### src/rtl/hpi_bus_arbiter_if.sv
// rtl/hpi_bus_arbiter_if.sv - requester handshake and HPI pad bundle for hpi_bus_arbiter
interface hpi_bus_arbiter_if;
    logic        req0_valid;
    logic        req1_valid;
    logic        req0_write;
    logic        req1_write;
    logic [1:0]  req0_addr;
    logic [1:0]  req1_addr;
    logic [15:0] req0_wdata;
    logic [15:0] req1_wdata;
    logic        req0_done;
    logic        req1_done;
    logic [15:0] rdata;
    logic [1:0]  otg_hpi_address;
    logic [15:0] otg_hpi_data_out;
    logic        otg_hpi_data_oe;
    logic [15:0] otg_hpi_data_in;
    logic        otg_hpi_cs_n;
    logic        otg_hpi_r_n;
    logic        otg_hpi_w_n;

    modport slave (
        input  req0_valid, req1_valid, req0_write, req1_write,
        input  req0_addr, req1_addr, req0_wdata, req1_wdata,
        input  otg_hpi_data_in,
        output req0_done, req1_done, rdata,
        output otg_hpi_address, otg_hpi_data_out, otg_hpi_data_oe,
        output otg_hpi_cs_n, otg_hpi_r_n, otg_hpi_w_n
    );

    modport master (
        output req0_valid, req1_valid, req0_write, req1_write,
        output req0_addr, req1_addr, req0_wdata, req1_wdata,
        output otg_hpi_data_in,
        input  req0_done, req1_done, rdata,
        input  otg_hpi_address, otg_hpi_data_out, otg_hpi_data_oe,
        input  otg_hpi_cs_n, otg_hpi_r_n, otg_hpi_w_n
    );
endinterface

### src/rtl/hpi_bus_arbiter.sv
// rtl/hpi_bus_arbiter.sv - two-port HPI bus cycle sequencer; HPI_ARB_FIXED_PRIO_EN selects fixed priority
module hpi_bus_arbiter #(
    parameter int SETUP_CYC  = 1,
    parameter int STROBE_CYC = 4,
    parameter int HOLD_CYC   = 1
) (
    input  logic              clk_clk,
    input  logic              reset_reset_n,
    hpi_bus_arbiter_if.slave  bus
);
    typedef enum logic [2:0] {IDLE, SETUP, STROBE, HOLD, DONE} state_t;

    localparam logic [3:0] SETUP_LD  = 4'(SETUP_CYC - 1);
    localparam logic [3:0] STROBE_LD = 4'(STROBE_CYC - 1);
    localparam logic [3:0] HOLD_LD   = 4'(HOLD_CYC - 1);

    state_t      state_q, state_d;
    logic [3:0]  cnt_q, cnt_d;
    logic        gnt_q, gnt_d;
    logic        write_q, write_d;
    logic [1:0]  addr_q, addr_d;
    logic [15:0] wdata_q, wdata_d;
    logic [15:0] rdata_q, rdata_d;
    logic        cs_n_q, cs_n_d;
    logic        r_n_q, r_n_d;
    logic        w_n_q, w_n_d;
    logic        oe_q, oe_d;
    logic        done0_q, done0_d;
    logic        done1_q, done1_d;
    logic        grant_sel;
`ifndef HPI_ARB_FIXED_PRIO_EN
    logic        last_q, last_d;
`endif

    // Next-state, transaction latch and registered pad/handshake outputs
    always_comb begin
        state_d = state_q;
        cnt_d   = cnt_q;
        gnt_d   = gnt_q;
        write_d = write_q;
        addr_d  = addr_q;
        wdata_d = wdata_q;
        rdata_d = rdata_q;
`ifdef HPI_ARB_FIXED_PRIO_EN
        grant_sel = !bus.req0_valid;
`else
        last_d = last_q;
        if (bus.req0_valid && bus.req1_valid) begin
            grant_sel = ~last_q;
        end else begin
            grant_sel = !bus.req0_valid;
        end
`endif
        case (state_q)
            IDLE: begin
                if (bus.req0_valid || bus.req1_valid) begin
                    gnt_d   = grant_sel;
                    write_d = grant_sel ? bus.req1_write : bus.req0_write;
                    addr_d  = grant_sel ? bus.req1_addr  : bus.req0_addr;
                    wdata_d = grant_sel ? bus.req1_wdata : bus.req0_wdata;
                    cnt_d   = SETUP_LD;
                    state_d = SETUP;
`ifndef HPI_ARB_FIXED_PRIO_EN
                    last_d  = grant_sel;
`endif
                end
            end
            SETUP: begin
                if (cnt_q == 4'd0) begin
                    cnt_d   = STROBE_LD;
                    state_d = STROBE;
                end else begin
                    cnt_d = cnt_q - 4'd1;
                end
            end
            STROBE: begin
                if (cnt_q == 4'd0) begin
                    if (!write_q) begin
                        rdata_d = bus.otg_hpi_data_in;
                    end
                    cnt_d   = HOLD_LD;
                    state_d = HOLD;
                end else begin
                    cnt_d = cnt_q - 4'd1;
                end
            end
            HOLD: begin
                if (cnt_q == 4'd0) begin
                    state_d = DONE;
                end else begin
                    cnt_d = cnt_q - 4'd1;
                end
            end
            DONE: begin
                state_d = IDLE;
            end
            default: begin
                state_d = IDLE;
            end
        endcase
        // Pins are computed from the next state so they change in step with it
        cs_n_d  = !(state_d == SETUP || state_d == STROBE || state_d == HOLD);
        r_n_d   = !(state_d == STROBE && !write_d);
        w_n_d   = !(state_d == STROBE && write_d);
        oe_d    = !cs_n_d && write_d;
        done0_d = (state_d == DONE) && !gnt_d;
        done1_d = (state_d == DONE) && gnt_d;
    end

    // State, latch and output registers; reset drops any transaction in flight
    always_ff @(posedge clk_clk or negedge reset_reset_n) begin
        if (!reset_reset_n) begin
            state_q <= IDLE;
            cnt_q   <= 4'd0;
            gnt_q   <= 1'b0;
            write_q <= 1'b0;
            addr_q  <= 2'd0;
            wdata_q <= 16'h0000;
            rdata_q <= 16'h0000;
            cs_n_q  <= 1'b1;
            r_n_q   <= 1'b1;
            w_n_q   <= 1'b1;
            oe_q    <= 1'b0;
            done0_q <= 1'b0;
            done1_q <= 1'b0;
`ifndef HPI_ARB_FIXED_PRIO_EN
            last_q  <= 1'b1;
`endif
        end else begin
            state_q <= state_d;
            cnt_q   <= cnt_d;
            gnt_q   <= gnt_d;
            write_q <= write_d;
            addr_q  <= addr_d;
            wdata_q <= wdata_d;
            rdata_q <= rdata_d;
            cs_n_q  <= cs_n_d;
            r_n_q   <= r_n_d;
            w_n_q   <= w_n_d;
            oe_q    <= oe_d;
            done0_q <= done0_d;
            done1_q <= done1_d;
`ifndef HPI_ARB_FIXED_PRIO_EN
            last_q  <= last_d;
`endif
        end
    end

    assign bus.otg_hpi_address  = addr_q;
    assign bus.otg_hpi_data_out = wdata_q;
    assign bus.otg_hpi_data_oe  = oe_q;
    assign bus.otg_hpi_cs_n     = cs_n_q;
    assign bus.otg_hpi_r_n      = r_n_q;
    assign bus.otg_hpi_w_n      = w_n_q;
    assign bus.req0_done        = done0_q;
    assign bus.req1_done        = done1_q;
    assign bus.rdata            = rdata_q;
endmodule

### src/flat_wrapper.sv
// flat-port wrapper written by rule: the top's interface ports become plain ports
module hpi_bus_arbiter_flat 
#(
    parameter int SETUP_CYC  = 1,
    parameter int STROBE_CYC = 4,
    parameter int HOLD_CYC   = 1
)
  (clk_clk, reset_reset_n, bus_req0_valid, bus_req1_valid, bus_req0_write, bus_req1_write, bus_req0_addr, bus_req1_addr, bus_req0_wdata, bus_req1_wdata, bus_otg_hpi_data_in, bus_req0_done, bus_req1_done, bus_rdata, bus_otg_hpi_address, bus_otg_hpi_data_out, bus_otg_hpi_data_oe, bus_otg_hpi_cs_n, bus_otg_hpi_r_n, bus_otg_hpi_w_n);
  hpi_bus_arbiter_if bus_i ();
  input  logic clk_clk;
  input  logic reset_reset_n;
  input wire logic [$bits(bus_i.req0_valid)-1:0] bus_req0_valid;
  input wire logic [$bits(bus_i.req1_valid)-1:0] bus_req1_valid;
  input wire logic [$bits(bus_i.req0_write)-1:0] bus_req0_write;
  input wire logic [$bits(bus_i.req1_write)-1:0] bus_req1_write;
  input wire logic [$bits(bus_i.req0_addr)-1:0] bus_req0_addr;
  input wire logic [$bits(bus_i.req1_addr)-1:0] bus_req1_addr;
  input wire logic [$bits(bus_i.req0_wdata)-1:0] bus_req0_wdata;
  input wire logic [$bits(bus_i.req1_wdata)-1:0] bus_req1_wdata;
  input wire logic [$bits(bus_i.otg_hpi_data_in)-1:0] bus_otg_hpi_data_in;
  output wire logic [$bits(bus_i.req0_done)-1:0] bus_req0_done;
  output wire logic [$bits(bus_i.req1_done)-1:0] bus_req1_done;
  output wire logic [$bits(bus_i.rdata)-1:0] bus_rdata;
  output wire logic [$bits(bus_i.otg_hpi_address)-1:0] bus_otg_hpi_address;
  output wire logic [$bits(bus_i.otg_hpi_data_out)-1:0] bus_otg_hpi_data_out;
  output wire logic [$bits(bus_i.otg_hpi_data_oe)-1:0] bus_otg_hpi_data_oe;
  output wire logic [$bits(bus_i.otg_hpi_cs_n)-1:0] bus_otg_hpi_cs_n;
  output wire logic [$bits(bus_i.otg_hpi_r_n)-1:0] bus_otg_hpi_r_n;
  output wire logic [$bits(bus_i.otg_hpi_w_n)-1:0] bus_otg_hpi_w_n;
  assign bus_i.req0_valid = bus_req0_valid;
  assign bus_i.req1_valid = bus_req1_valid;
  assign bus_i.req0_write = bus_req0_write;
  assign bus_i.req1_write = bus_req1_write;
  assign bus_i.req0_addr = bus_req0_addr;
  assign bus_i.req1_addr = bus_req1_addr;
  assign bus_i.req0_wdata = bus_req0_wdata;
  assign bus_i.req1_wdata = bus_req1_wdata;
  assign bus_i.otg_hpi_data_in = bus_otg_hpi_data_in;
  assign bus_req0_done = bus_i.req0_done;
  assign bus_req1_done = bus_i.req1_done;
  assign bus_rdata = bus_i.rdata;
  assign bus_otg_hpi_address = bus_i.otg_hpi_address;
  assign bus_otg_hpi_data_out = bus_i.otg_hpi_data_out;
  assign bus_otg_hpi_data_oe = bus_i.otg_hpi_data_oe;
  assign bus_otg_hpi_cs_n = bus_i.otg_hpi_cs_n;
  assign bus_otg_hpi_r_n = bus_i.otg_hpi_r_n;
  assign bus_otg_hpi_w_n = bus_i.otg_hpi_w_n;
  hpi_bus_arbiter #(.SETUP_CYC(SETUP_CYC), .STROBE_CYC(STROBE_CYC), .HOLD_CYC(HOLD_CYC)) u_core (.clk_clk(clk_clk), .reset_reset_n(reset_reset_n), .bus(bus_i));
endmodule
### config.mk
export PLATFORM = sky130hd
export DESIGN_NAME = hpi_bus_arbiter_flat
export DESIGN_NICKNAME = d
export VERILOG_FILES = /design/src/rtl/hpi_bus_arbiter_if.sv /design/src/rtl/hpi_bus_arbiter.sv /design/src/flat_wrapper.sv
export SDC_FILE = /design/constraint.sdc
export NUM_CORES = 1
export LEC_CHECK = 0
export BUFFER_PORTS_ARGS = -buffer_cell sky130_fd_sc_hd__buf_2
export CAP_MARGIN = 20
export CORE_ASPECT_RATIO = 1.5
export CORE_UTILIZATION = 45
export CTS_BUF_LIST = sky130_fd_sc_hd__clkbuf_4 sky130_fd_sc_hd__clkbuf_8
export DETAILED_ROUTE_END_ITERATION = 7
export PLACE_DENSITY = 0.76
export SLEW_MARGIN = 20
export SYNTH_ARGS = -nofsm -noshare
export SYNTH_HDL_FRONTEND = slang
export SYNTH_SLANG_ARGS = --single-unit
export TNS_END_PERCENT = 5
### constraint.sdc
create_clock -name clk_clk -period 3.1 [get_ports clk_clk]
set_input_delay 0.62 -clock clk_clk [delete_from_list [all_inputs] [get_ports clk_clk]]
set_output_delay 0.62 -clock clk_clk [all_outputs]
set_load 0.02 [all_outputs]
# [After elaboration in Yosys (flattened, before gate mapping)]
# Index checks and enable logic that the tools add are counted.
[word_totals] inputBits=58 ff_bits=50 output_inout_bits=40 wordCells=65
[classes] eq_ne=9 mux=18 bitwise=2 addsub=1 reduce_logical=21
[op_table] op="$mux 16" count=1
[op_table] op="$mux 4" count=4
[op_table] op="$pmux 4 s4" count=1
[op_table] op="$eq 3x2->1 const B" count=4
[op_table] op="$mux 3" count=4
[op_table] op="$pmux 3 s4" count=1
[op_table] op="$eq 3x1->1 const B" count=2
[op_table] op="$logic_and 1x1->1" count=6
[op_table] op="$logic_not 1->1" count=6
[op_table] op="$mux 1" count=6
[op_table] op="$reduce_and 3->1" count=2
[op_table] op="$logic_not 4->1" count=1
[op_table] op="$reduce_bool 4->1" count=1
[op_table] op="$sub 4x1->4 const B" count=1
[op_table] op="$eq 3x3->1 const B" count=1
[op_table] op="$logic_not 3->1" count=1
[op_table] op="$logic_or 1x1->1" count=3
[op_table] op="$mux 2" count=1
[op_table] op="$ne 2x1->1 const B" count=1
[op_table] op="$ne 2x2->1 const B" count=1
[op_table] op="$not 1->1" count=2
[op_table] op="$reduce_and 2->1" count=1

# [Longest topological paths before layout]
# Gate-level depths: netlist of run 1.
[logic_depth] ltp_word=8 ltp_mapped=6 depth_no_buf=6

# [Least setup slack after synthesis of run 1]
# OpenSTA, ideal clock, no wires.
[synth_timing] kind="register to register" from="register u_core.cnt_q[0]" to="register u_core.rdata_q[10], in the netlist u_core.bus.rdata[10]" synth_period_minus_slack_ns=1.844 setup_ns=0.125 n_path_buf=1 stages_incl_launch_ff=7 arrival_ns=1.719 required_time_ns=2.975 path_slack_ns=1.256 path_cell_list="dfrtp_1 > inv_1 > ha_1 > nand4bb_4 > nor4_4 > buf_6 > mux2_2"
[synth_between] elab_chain_len=2
[synth_lines] element="start: declaration" line_no="hpi_bus_arbiter.sv:18" text="logic [3:0] cnt_q, cnt_d;"
[synth_lines] element="start signal: assignment" line_no="hpi_bus_arbiter.sv:131" text="cnt_q <= cnt_d;"
[synth_lines] element="$logic_not 4->1" line_no="hpi_bus_arbiter.sv:77" text="if (cnt_q == 4'd0) begin"
[synth_lines] element="$reduce_and 3->1 (no source line)"
[synth_lines] element="end signal: assignment" line_no="hpi_bus_arbiter.sv:136" text="rdata_q <= rdata_d;"
[synth_lines] element="end: declaration" line_no="hpi_bus_arbiter.sv:23" text="logic [15:0] rdata_q, rdata_d;"
# No other way between the ends.
# A chain may end at the register's enable or synchronous reset.

# [Worst setup path in the final report of run 1]
[layout_timing] from="input bus_req0_valid" to="register u_core.wdata_q[9], in the netlist u_core.bus.otg_hpi_data_out[9]"
[layout_between] elab_chain_len=3 word_cells_on_any_way=6 classes_between="2 x mux; 4 x reduce/logical"
[layout_lines] element="start: declaration" line_no="flat_wrapper.sv:12" text="input wire logic [$bits(bus_i.req0_valid)-1:0] bus_req0_valid;"
[layout_lines] element="$logic_not 1->1 / $logic_and 1x1->1 (equally long branches)" line_no="hpi_bus_arbiter.sv:51, hpi_bus_arbiter.sv:48"
[layout_lines] element="$mux 1" line_no="hpi_bus_arbiter.sv:48" text="if (bus.req0_valid && bus.req1_valid) begin"
[layout_lines] element="$mux 16" line_no="hpi_bus_arbiter.sv:60" text="wdata_d = grant_sel ? bus.req1_wdata : bus.req0_wdata;"
[layout_lines] element="end signal: assignment" line_no="hpi_bus_arbiter.sv:135" text="wdata_q <= wdata_d;"
[layout_lines] element="end: declaration" line_no="hpi_bus_arbiter.sv:22" text="logic [15:0] wdata_q, wdata_d;"
# Several ways; a longest one is shown, not always the timed one.

==> flow_summary.yaml, run 1 <==
power_and_ir_drop:
  vdd_drop_max_uv: 552.5
  powerDensity_mw_per_mm2: 1031
  power.leakage_nw: 1.345
critical_path:
  path_class: "in -> reg"
  slowest_stage: "and2_1"
  crit_buf_inv: 1
  worstPathRequired_ns: 3.25
  crit_path_start_kind: "input port"
  cp_max_fo: 25
  worstPathCellList: "buf_2 -> or2_2 -> and2_1 -> a31oi_1"
  critPathArrivalTime_ns: 2.19
  endpoint_kind: "flop"
  max_stage_delay_ns: 0.62
  crit_family: "simple AND/OR/NAND/NOR gates"
yosys:
  syn_area_per_cell_sq_um: 10.89
  ys_seq_area_share_pct: 53.63
  syn_inst: 215
  synth_fp_nets: 274
  synth_top_area_share_pct: 49.15
  ys_seq_elements: 50
  synth_area_sq_mm: 0.002342
  synthTopCellsByArea: "dfrtp_1 49%, mux2_2 7.7%, a31oi_1 5.3%"
  synth.largest_area_cell: "dfrtp_1"
  yosys_warnings: 0
  synth_cell_type_count: 41
sta:
  slew_viol_final: 0
  final.period_utilization_pct: 65.60
  worst_slew_pin_slew_ns: 0.7329
  holdWs_ns: 0.3062
  fin_crit_ns: 2.034
  hold_violations: 0
  skew_ns: 0.006382
  rsz0062_at_grt: "no"
  fmax_mhz: 491.7
  setup_viol: 0
  tns_ns: 0
  slew-limit-headroom_pct: 51.14
route:
  drt_wl_total_mm: 4.952
  drt-initial-drc-count: 63
  vias: 2055
  ant_nets: 0
  wl_per_cell_um: 13.35
  route.detailed.drc: 0
  drt-pass1-iter-count: 4
  via_per_inst: 5.539
global_routing:
  grt_pass1_vias: 1956
  grt_max_degree: 51
  grt_pass1_wl_mm: 8.355
  overflow: 0
  grt_use_total_pct: 19.48
  antenna_found_initial: 0
floorplanning:
  die_w_um: 60.91
  initial_core_util_pct: 47.55
  die_y_um: 90.36
  core_area_sq_mm: 0.004926
  rows: 31
  io_pins: 98
  die_area_sq_mm: 0.005503
cts:
  cts_made_buffers: 5
  clock_path_buffers: 2
  postCtsResizedCells: 0
  cts-root-buf: "clkbuf_8"
  insertion_delay_ns: 0.31
  cts_sinks: 50
  cts_hold_buf: 0
  postCtsSetupRepairBufs: 0
  clkTransAtPathRegs_ns: 0.09
  h-tree-depth: 2
  cts_tree: "done"
cells_and_area:
  n_fill_cell: 448
  num-nets-final: 363
  layout_commonest_cell: "buf_2"
  diodes: 0
  layoutNonFillerInstCount: 371
  drive_above_1_share_pct: 44.26
  areaGrowthSynthToFinish_pct: 25.32
  final_cell_mix: "96 x buf_2, 46 x dfrtp_1, 23 x a21oi_1, 21 x o21ai_0, 20 x a31oi_1"
placed_design:
  post-place-cells: 363
  gp_congestion: 0.8755
  hpwl_mm: 3.506
  portBuffers: 97
min_path:
  hold_class: "in -> async"
status:
  status: "completed"
flow_run:
  maxCapViolations: 0
## per-layer routing
layer	global-route usage (%)	part of all wire, %	vias to the layer above
met3	5.014	6.5	10
met1	22.12	41	982
li1	-	-	973
met5	0	0	-
met4	6.061	1.4	0
met2	34.25	51	90
## worst register-to-register path, cell delays in order, from the launching register on
cell     delay, ns
dfrtp_1       0.52
nor3_2        0.20
buf_4         0.28
and2_1        0.61
a31oi_1       0.16
## cell type report
| class | count | area, sq um | area share, % |
|---|---|---|---|
| Clock buffer | 5 | 68.82 | 2.344 |
| Clock inverter | 3 | 25.02 | 0.8525 |
| Inverter | 7 | 26.28 | 0.8951 |
| Multi-Input combinational cell | 140 | 965.9 | 32.91 |
| Sequential cell | 50 | 1256 | 42.80 |
| Tap cell | 66 | 82.58 | 2.813 |
| Timing Repair Buffer | 100 | 510.5 | 17.39 |
## cell usage after synthesis
cell type,count
or4_4,1
nand4bb_4,1
buf_4,3
and3_1,1
ha_1,1
a31oi_1,20
buf_1,1
nand2b_1,3
o21bai_1,1
nand2_1,2
a32o_1,3
nor4_4,1
and4_1,1
or3b_1,1
and2_1,1
clkbuf_1,7
nor2b_1,3
nand3_1,19
nor3_1,2
o21ai_0,21
a21o_1,1
dfstp_2,4
clkbuf_2,1
a21oi_1,23
buf_6,1
o211a_1,2
dfrtp_1,46
inv_1,7
nor2_1,2
and4bb_2,1
or3_1,1
or2_2,2
nor3_2,1
o2111ai_1,1
mux2_2,16
buf_2,5
mux2i_1,2
o21a_1,1
nor4_1,2
a221o_1,1
o211ai_1,2
## per-stage QoR
step                      setup WS [ns]  area, sq um  power, mW  utilization, %
after floorplan                   1.256         2342      2.234               -
after global placement           0.7857         2839      2.621           57.63
after detailed placement         0.7117         2839      2.656           57.63
after CTS                         1.049         2933      3.044           59.54
after global routing             0.9004         2935      3.262           59.59
final                             1.066         2935      3.025           59.59
## state kept, by name (all words and copies together), names as in the netlist
signal,flops
u_core.bus.otg_hpi_data_oe,1
u_core.state_q,3
u_core.bus.otg_hpi_r_n,1
u_core.write_q,1
u_core.bus.req1_done,1
u_core.bus.otg_hpi_w_n,1
u_core.gnt_q,1
u_core.bus.otg_hpi_address,2
u_core.bus.rdata,16
u_core.bus.req0_done,1
u_core.cnt_q,4
u_core.bus.otg_hpi_data_out,16
u_core.bus.otg_hpi_cs_n,1
u_core.last_q,1
## logic make-up (layout without fill, tap and decap cells)
family / Yosys count / after routing / synth area share [%]
AO/OA/AOI/OAI: 76 / 76 / 19.28
AND/OR/NAND/NOR: 45 / 45 / 12.87
buffers and inverters: 25 / 115 / 5.128
adder cells (fa/ha/maj): 1 / 1 / 0.5341
multiplexers: 18 / 18 / 8.547
flip-flops: 50 / 50 / 53.63
## where the power goes
group          switching, mW  internal (mW)  total, mW  leakage (nW)
sequential             0.205          0.977       1.18         0.579
combinational          0.856          0.597       1.45         0.721
clock                  0.228          0.163      0.391        0.0447
total                   1.29           1.74       3.02          1.35
## path summary, 6_finish.rpt
kind / endpoint / start / cells past startpoint / slack (ns)
min reg2reg: u_core.bus.rdata[11] / u_core.bus.rdata[11] / 1 / 0.51
max: u_core.bus.otg_hpi_data_out[9] / bus_req0_valid / 4 / 1.07
max in group asynchronous: u_core.state_q[1] / reset_reset_n / 1 / 2.37
min in group clk_clk: u_core.bus.rdata[11] / u_core.bus.rdata[11] / 1 / 0.51
min: u_core.cnt_q[1] / reset_reset_n / 1 / 0.31
max reg2reg: u_core.bus.otg_hpi_data_out[9] / u_core.state_q[1] / 4 / 1.17
No activity file was read; power rests on OpenSTA's default activity.
==> inputs of run 2 (changes only) <==
Settings changed: PLACE_DENSITY 0.76 to 0.79.
Clock period 3.1 ns to 1.7 ns, I/O delays scaled along.
==> run 2 against run 1 <==
Sequential share of layout area shrank 2.4 points. Final area is 5.9% higher. Critical path depth is 2 higher. Flip-flop and latch count is the same. Global-route usage grew 2.3 points. Register-to-register slack worse by 1.1 ns. Clock power increased by 120%. Largest cell class unchanged. Highest routed layer unchanged.
==> flow_summary.yaml, run 2 (synthesized netlist as in run 1, its figures left out) <==
power_and_ir_drop:
  clkPwrFrac_pct: 14.3
  power_frac_seq_pct: 36.0
  p_comb_share_pct: 49.6
  powerDensity_mw_per_mm2: 1900
  vdd_drop_max_uv: 952.3
  switching_power_mw: 2.414
  p_sw_share_pct: 40.88
  power.leakage_nw: 1.438
  intPower_mw: 3.491
sta:
  rsz0062_at_grt: "yes"
  setup_viol: 0
  worst_slew_pin_slew_ns: 0.4565
  slew-limit-headroom_pct: 69.53
  hold_violations: 0
  skew_ns: 0.004974
  fmax_mhz: 613.7
  fin_crit_ns: 1.630
  setup_ws_ns: 0.07047
  final.period_utilization_pct: 95.85
  slew_viol_final: 0
cells_and_area:
  regArea_sq_mm: 0.001256
  final_cell_mix: "97 x buf_2, 46 x dfrtp_1, 23 x a21oi_1, 21 x o21ai_0, 20 x a31oi_1"
  areaGrowthSynthToFinish_pct: 32.69
  diodes: 0
  stdcell_area_sq_mm: 0.003108
  n_fill_cell: 436
  num-nets-final: 378
  layout_commonest_cell: "buf_2"
  multiInputGateArea_sq_um: 982.2
  drive_above_1_share_pct: 47.81
placed_design:
  dpl-instance-area_sq_mm: 0.002969
  pre_cts_slack_ns: 0.01375
  gp_congestion: 0.8947
  portBuffers: 97
  hpwl_mm: 3.989
global_routing:
  grt_pass1_wl_mm: 9.114
  antenna_found_initial: 0
  overflow: 0
  grt_max_degree: 25
  grt_pass1_vias: 2103
  grt_use_total_pct: 21.74
route:
  drt-pass1-iter-count: 4
  ant_nets: 0
  via_per_inst: 5.459
  wl_per_cell_um: 14.16
  route.detailed.drc: 0
  drt-initial-drc-count: 49
  drt_wl_total_mm: 5.464
  vias: 2107
min_path:
  holdCritStartpoint: "bus_otg_hpi_data_in[5]"
  hold_class: "in -> reg"
  hold_end: "u_core.bus.rdata[5]"
  whs_path_depth: 2
floorplanning:
  initial_core_util_pct: 47.55
  die_w_um: 60.91
  die_area_sq_mm: 0.005503
  io_pins: 98
  die_y_um: 90.36
  core_area_sq_mm: 0.004926
  rows: 31
critical_path:
  rrSetupSlack_ns: 0.07
  path_class: "reg -> reg"
  reg2reg_depth: 6
  critPathArrivalTime_ns: 1.83
  crit_path_start_kind: "flop"
  reg2reg_to: "u_core.bus.rdata[1]"
  worstPathRequired_ns: 1.90
  r2r_start: "u_core.cnt_q[0]"
  endpoint_kind: "flop"
  cp_max_fo: 16
cts:
  cts_tree: "done"
  clock_path_buffers: 2
  insertion_delay_ns: 0.31
  cts-root-buf: "clkbuf_8"
  cts_sinks: 50
  h-tree-depth: 2
  clkTransAtPathRegs_ns: 0.09
  cts_made_buffers: 5
flow_run:
  maxCapViolations: 0
status:
  status: "completed"
[run 2: worst max-delay path, cell delays in order (launching register included)]
cell,delay (ns)
dfrtp_1,0.40
inv_2,0.08
ha_4,0.16
nand4bb_4,0.13
nor4_4,0.21
buf_12,0.19
mux2_2,0.34
[run 2: worst max-delay path by stage]
stage | slack (ns) | from | cells past startpoint | end
after global placement | 0.06 | u_core.cnt_q[0] | 6 | u_core.bus.rdata[5]
after floorplan | -0.14 | u_core.cnt_q[0] | 6 | u_core.bus.rdata[10]
final | 0.07 | u_core.cnt_q[0] | 6 | u_core.bus.rdata[1]
after CTS | 0.02 | u_core.cnt_q[0] | 6 | u_core.bus.rdata[7]
after detailed placement | 0.01 | u_core.cnt_q[0] | 6 | u_core.bus.rdata[7]
after global routing | -0.004 | u_core.cnt_q[0] | 6 | u_core.bus.rdata[8]
[run 2: cell type report]
cell class                 instances  share of cell area (%)
multi-input combinational        140                   31.60
inverter                           7                  0.8454
tap                               66                   2.657
clock inverter                     3                   1.409
timing repair buffer             115                   20.85
clock buffer                       5                   2.214
sequential                        50                   40.42
[run 2: metrics by stage]
| step | instances | power [mW] | hold slack, ns | util, % | TNS [ns] |
|---|---|---|---|---|---|
| floorplan | 215 | 4.073 | 0.04441 | - | -1.437 |
| global placement | 377 | 4.955 | 0.2857 | 60.27 | 0 |
| detailed placement | 377 | 5.036 | 0.2888 | 60.27 | 0 |
| CTS | 386 | 5.898 | 0.2536 | 62.81 | 0 |
| global route | 386 | 6.370 | 0.2458 | 63.09 | -0.007818 |
| finish | 386 | 5.905 | 0.2610 | 63.09 | 0 |
[run 2: repair_timing]
item | 4_1_cts | 5_1_grt
hold endpoints to repair | 10 | 0
setup buffers | 0 | 0
setup endpoints to repair | 8 | 39
pin swaps | 0 | 0
gates resized for setup | 1 | 4
hold buffers | 1 | 0
[run 2: metal layers]
layer	track usage, %	vias to the layer above	wire length (um)
li1	-	1001	-
met1	24.81	1006	2209
met3	5.158	13	286
met4	8.902	0	144
met2	37.36	87	2823
met5	0	-	0
[run 2: power groups by stage]
stage	Combinational [mW]	Sequential, mW	Clock, mW
final	2.93	2.13	0.847
after detailed placement	2.90	2.14	0
after CTS	2.91	2.12	0.864
after floorplan	1.43	2.64	0
after global routing	3.25	2.20	0.923
after global placement	2.83	2.12	0
==> inputs of run 3 (changes only) <==
Settings changed: CAP_MARGIN 20 to unset, PLACE_DENSITY 0.79 to 0.76.
Clock period 1.7 ns to 1.5 ns, I/O delays scaled along.
==> run 3 against run 2 <==
The run now ends with setup timing left. Worst setup slack worse by 0.19 ns. Die area unchanged. Maximum frequency up 0.91%. Sequential power up 14%. Largest cell class unchanged. Highest routed layer unchanged.
==> flow_summary.yaml, run 3 (synthesized netlist as in run 1, its figures left out) <==
critical_path:
  path_class: "reg -> reg"
  max_stage_delay_ns: 0.41
  worstPathCellList: "inv_2 -> ha_4 -> nand4bb_4 -> nor4_4 -> buf_12 -> mux2_2"
  worstPathRequired_ns: 1.69
  crit_path_start_kind: "flop"
  critPathArrivalTime_ns: 1.80
  slowest_stage: "dfrtp_1"
  cp_max_fo: 16
  endpoint_kind: "flop"
global_routing:
  grt_pass1_vias: 2013
  antenna_found_initial: 0
  grt_use_total_pct: 20.47
  overflow: 0
  grt_max_degree: 51
  grt_pass1_wl_mm: 8.680
cells_and_area:
  regArea_sq_mm: 0.001259
  multiInputGateArea_sq_um: 987.2
  areaGrowthSynthToFinish_pct: 35.79
  stdcell_area_sq_mm: 0.003181
  diodes: 0
  layoutNonFillerInstCount: 392
  drive_above_1_share_pct: 49.69
  num-nets-final: 384
  final_cell_mix: "97 x buf_2, 44 x dfrtp_1, 22 x a21oi_1, 20 x o21ai_0, 20 x a31oi_1"
  layout_commonest_cell: "buf_2"
  n_fill_cell: 415
power_and_ir_drop:
  vdd_drop_max_uv: 1444
  power.leakage_nw: 1.471
  powerDensity_mw_per_mm2: 2163
cts:
  h-tree-depth: 2
  cts-root-buf: "clkbuf_8"
  cts_tree: "done"
  insertion_delay_ns: 0.30
  clkTransAtPathRegs_ns: 0.09
  cts_sinks: 50
  cts_made_buffers: 5
  clock_path_buffers: 2
sta:
  fmax_mhz: 619.3
  worst_slew_pin_slew_ns: 0.4436
  slew_viol_final: 0
  hold_violations: 0
  rsz0062_at_grt: "yes"
  setup_ws_ns: -0.1148
  slew-limit-headroom_pct: 70.40
  fin_crit_ns: 1.615
  skew_ns: 0.003354
  setup_viol: 22
  final.period_utilization_pct: 107.7
route:
  drt-initial-drc-count: 54
  drt_wl_total_mm: 5.276
  wl_per_cell_um: 13.46
  route.detailed.drc: 0
  drt-pass1-iter-count: 4
  vias: 2148
  ant_nets: 0
  via_per_inst: 5.480
placed_design:
  pre_cts_slack_ns: -0.1787
  hpwl_mm: 3.956
  portBuffers: 97
  post-place-cells: 383
  dpl-instance-area_sq_mm: 0.003027
  gp_congestion: 0.9151
floorplanning:
  core_area_sq_mm: 0.004926
  die_w_um: 60.91
  die_area_sq_mm: 0.005503
  initial_core_util_pct: 47.55
  io_pins: 98
  rows: 31
  die_y_um: 90.36
status:
  status: "complete, but fails checks"
  violations: "setup timing"
min_path:
  hold_class: "in -> reg"
flow_run:
  maxCapViolations: 0
==> run 3: layout make-up <==
type                            instances  area share (%)
Tap cell                               66           2.596
Multi-Input combinational cell        140           31.04
Clock buffer                            5           2.164
Inverter                                7          0.8261
Timing Repair Buffer                  121           22.31
Clock inverter                          3           1.495
Sequential cell                        50           39.58
==> run 3: power by group <==
group,total (mW),internal [mW],switching [mW]
clock network,0.953,0.505,0.448
logic,3.50,1.58,1.92
registers,2.43,2.03,0.405
==> run 3: final timing paths <==
kind / cells past startpoint / from / slack (ns) / end
worst min-delay path: 2 / bus_otg_hpi_data_in[8] / 0.22 / u_core.bus.rdata[8]
min in group asynchronous: 3 / reset_reset_n / 0.50 / u_core.cnt_q[1]
worst max-delay path: 6 / u_core.cnt_q[0] / -0.11 / u_core.bus.rdata[14]
worst max register to register: 6 / u_core.cnt_q[0] / -0.11 / u_core.bus.rdata[14]
max in group asynchronous: 3 / reset_reset_n / 0.70 / u_core.bus.otg_hpi_w_n
worst min register to register: 1 / u_core.bus.rdata[7] / 0.51 / u_core.bus.rdata[7]
==> run 3: repair_timing <==
item                       CTS  global route
hold buffers                 1             0
setup endpoints to repair   24            24
setup buffers                0             0
hold endpoints to repair    46             0
pin swaps                    4             0
gates resized for setup      7             4
==> run 3: routing by layer <==
| layer | track usage (%) | vias up | routed length (um) |
|---|---|---|---|
| met4 | 7.008 | 0 | 81 |
| met1 | 22.92 | 1030 | 2069 |
| li1 | - | 1015 | - |
| met3 | 4.298 | 8 | 345 |
| met5 | 0 | - | 0 |
| met2 | 36.63 | 95 | 2779 |
==> run 3: through the flow <==
| stage | utilization (%) | hold slack, ns | power [mW] | TNS [ns] |
|---|---|---|---|---|
| 3_5_place_dp | 61.44 | 0.3059 | 5.854 | -3.064 |
| 4_1_cts | 64.36 | 0.2162 | 6.879 | -2.601 |
| 5_1_grt | 64.57 | 0.2124 | 7.369 | -3.382 |
| 2_1_floorplan | - | 0.004409 | 4.616 | -5.113 |
| 6_report | 64.57 | 0.2246 | 6.879 | -1.784 |
| 3_3_place_gp | 61.44 | 0.3102 | 5.753 | -2.771 |
==> run 3: critical path, delay by kind of cell, from the launching register on <==
family | cells | cell delay, ns
buffers and inverters | 2 | 0.27
and+or+nand+nor | 2 | 0.33
DFF | 1 | 0.41
muxes | 1 | 0.34
adders and majority gates | 1 | 0.16
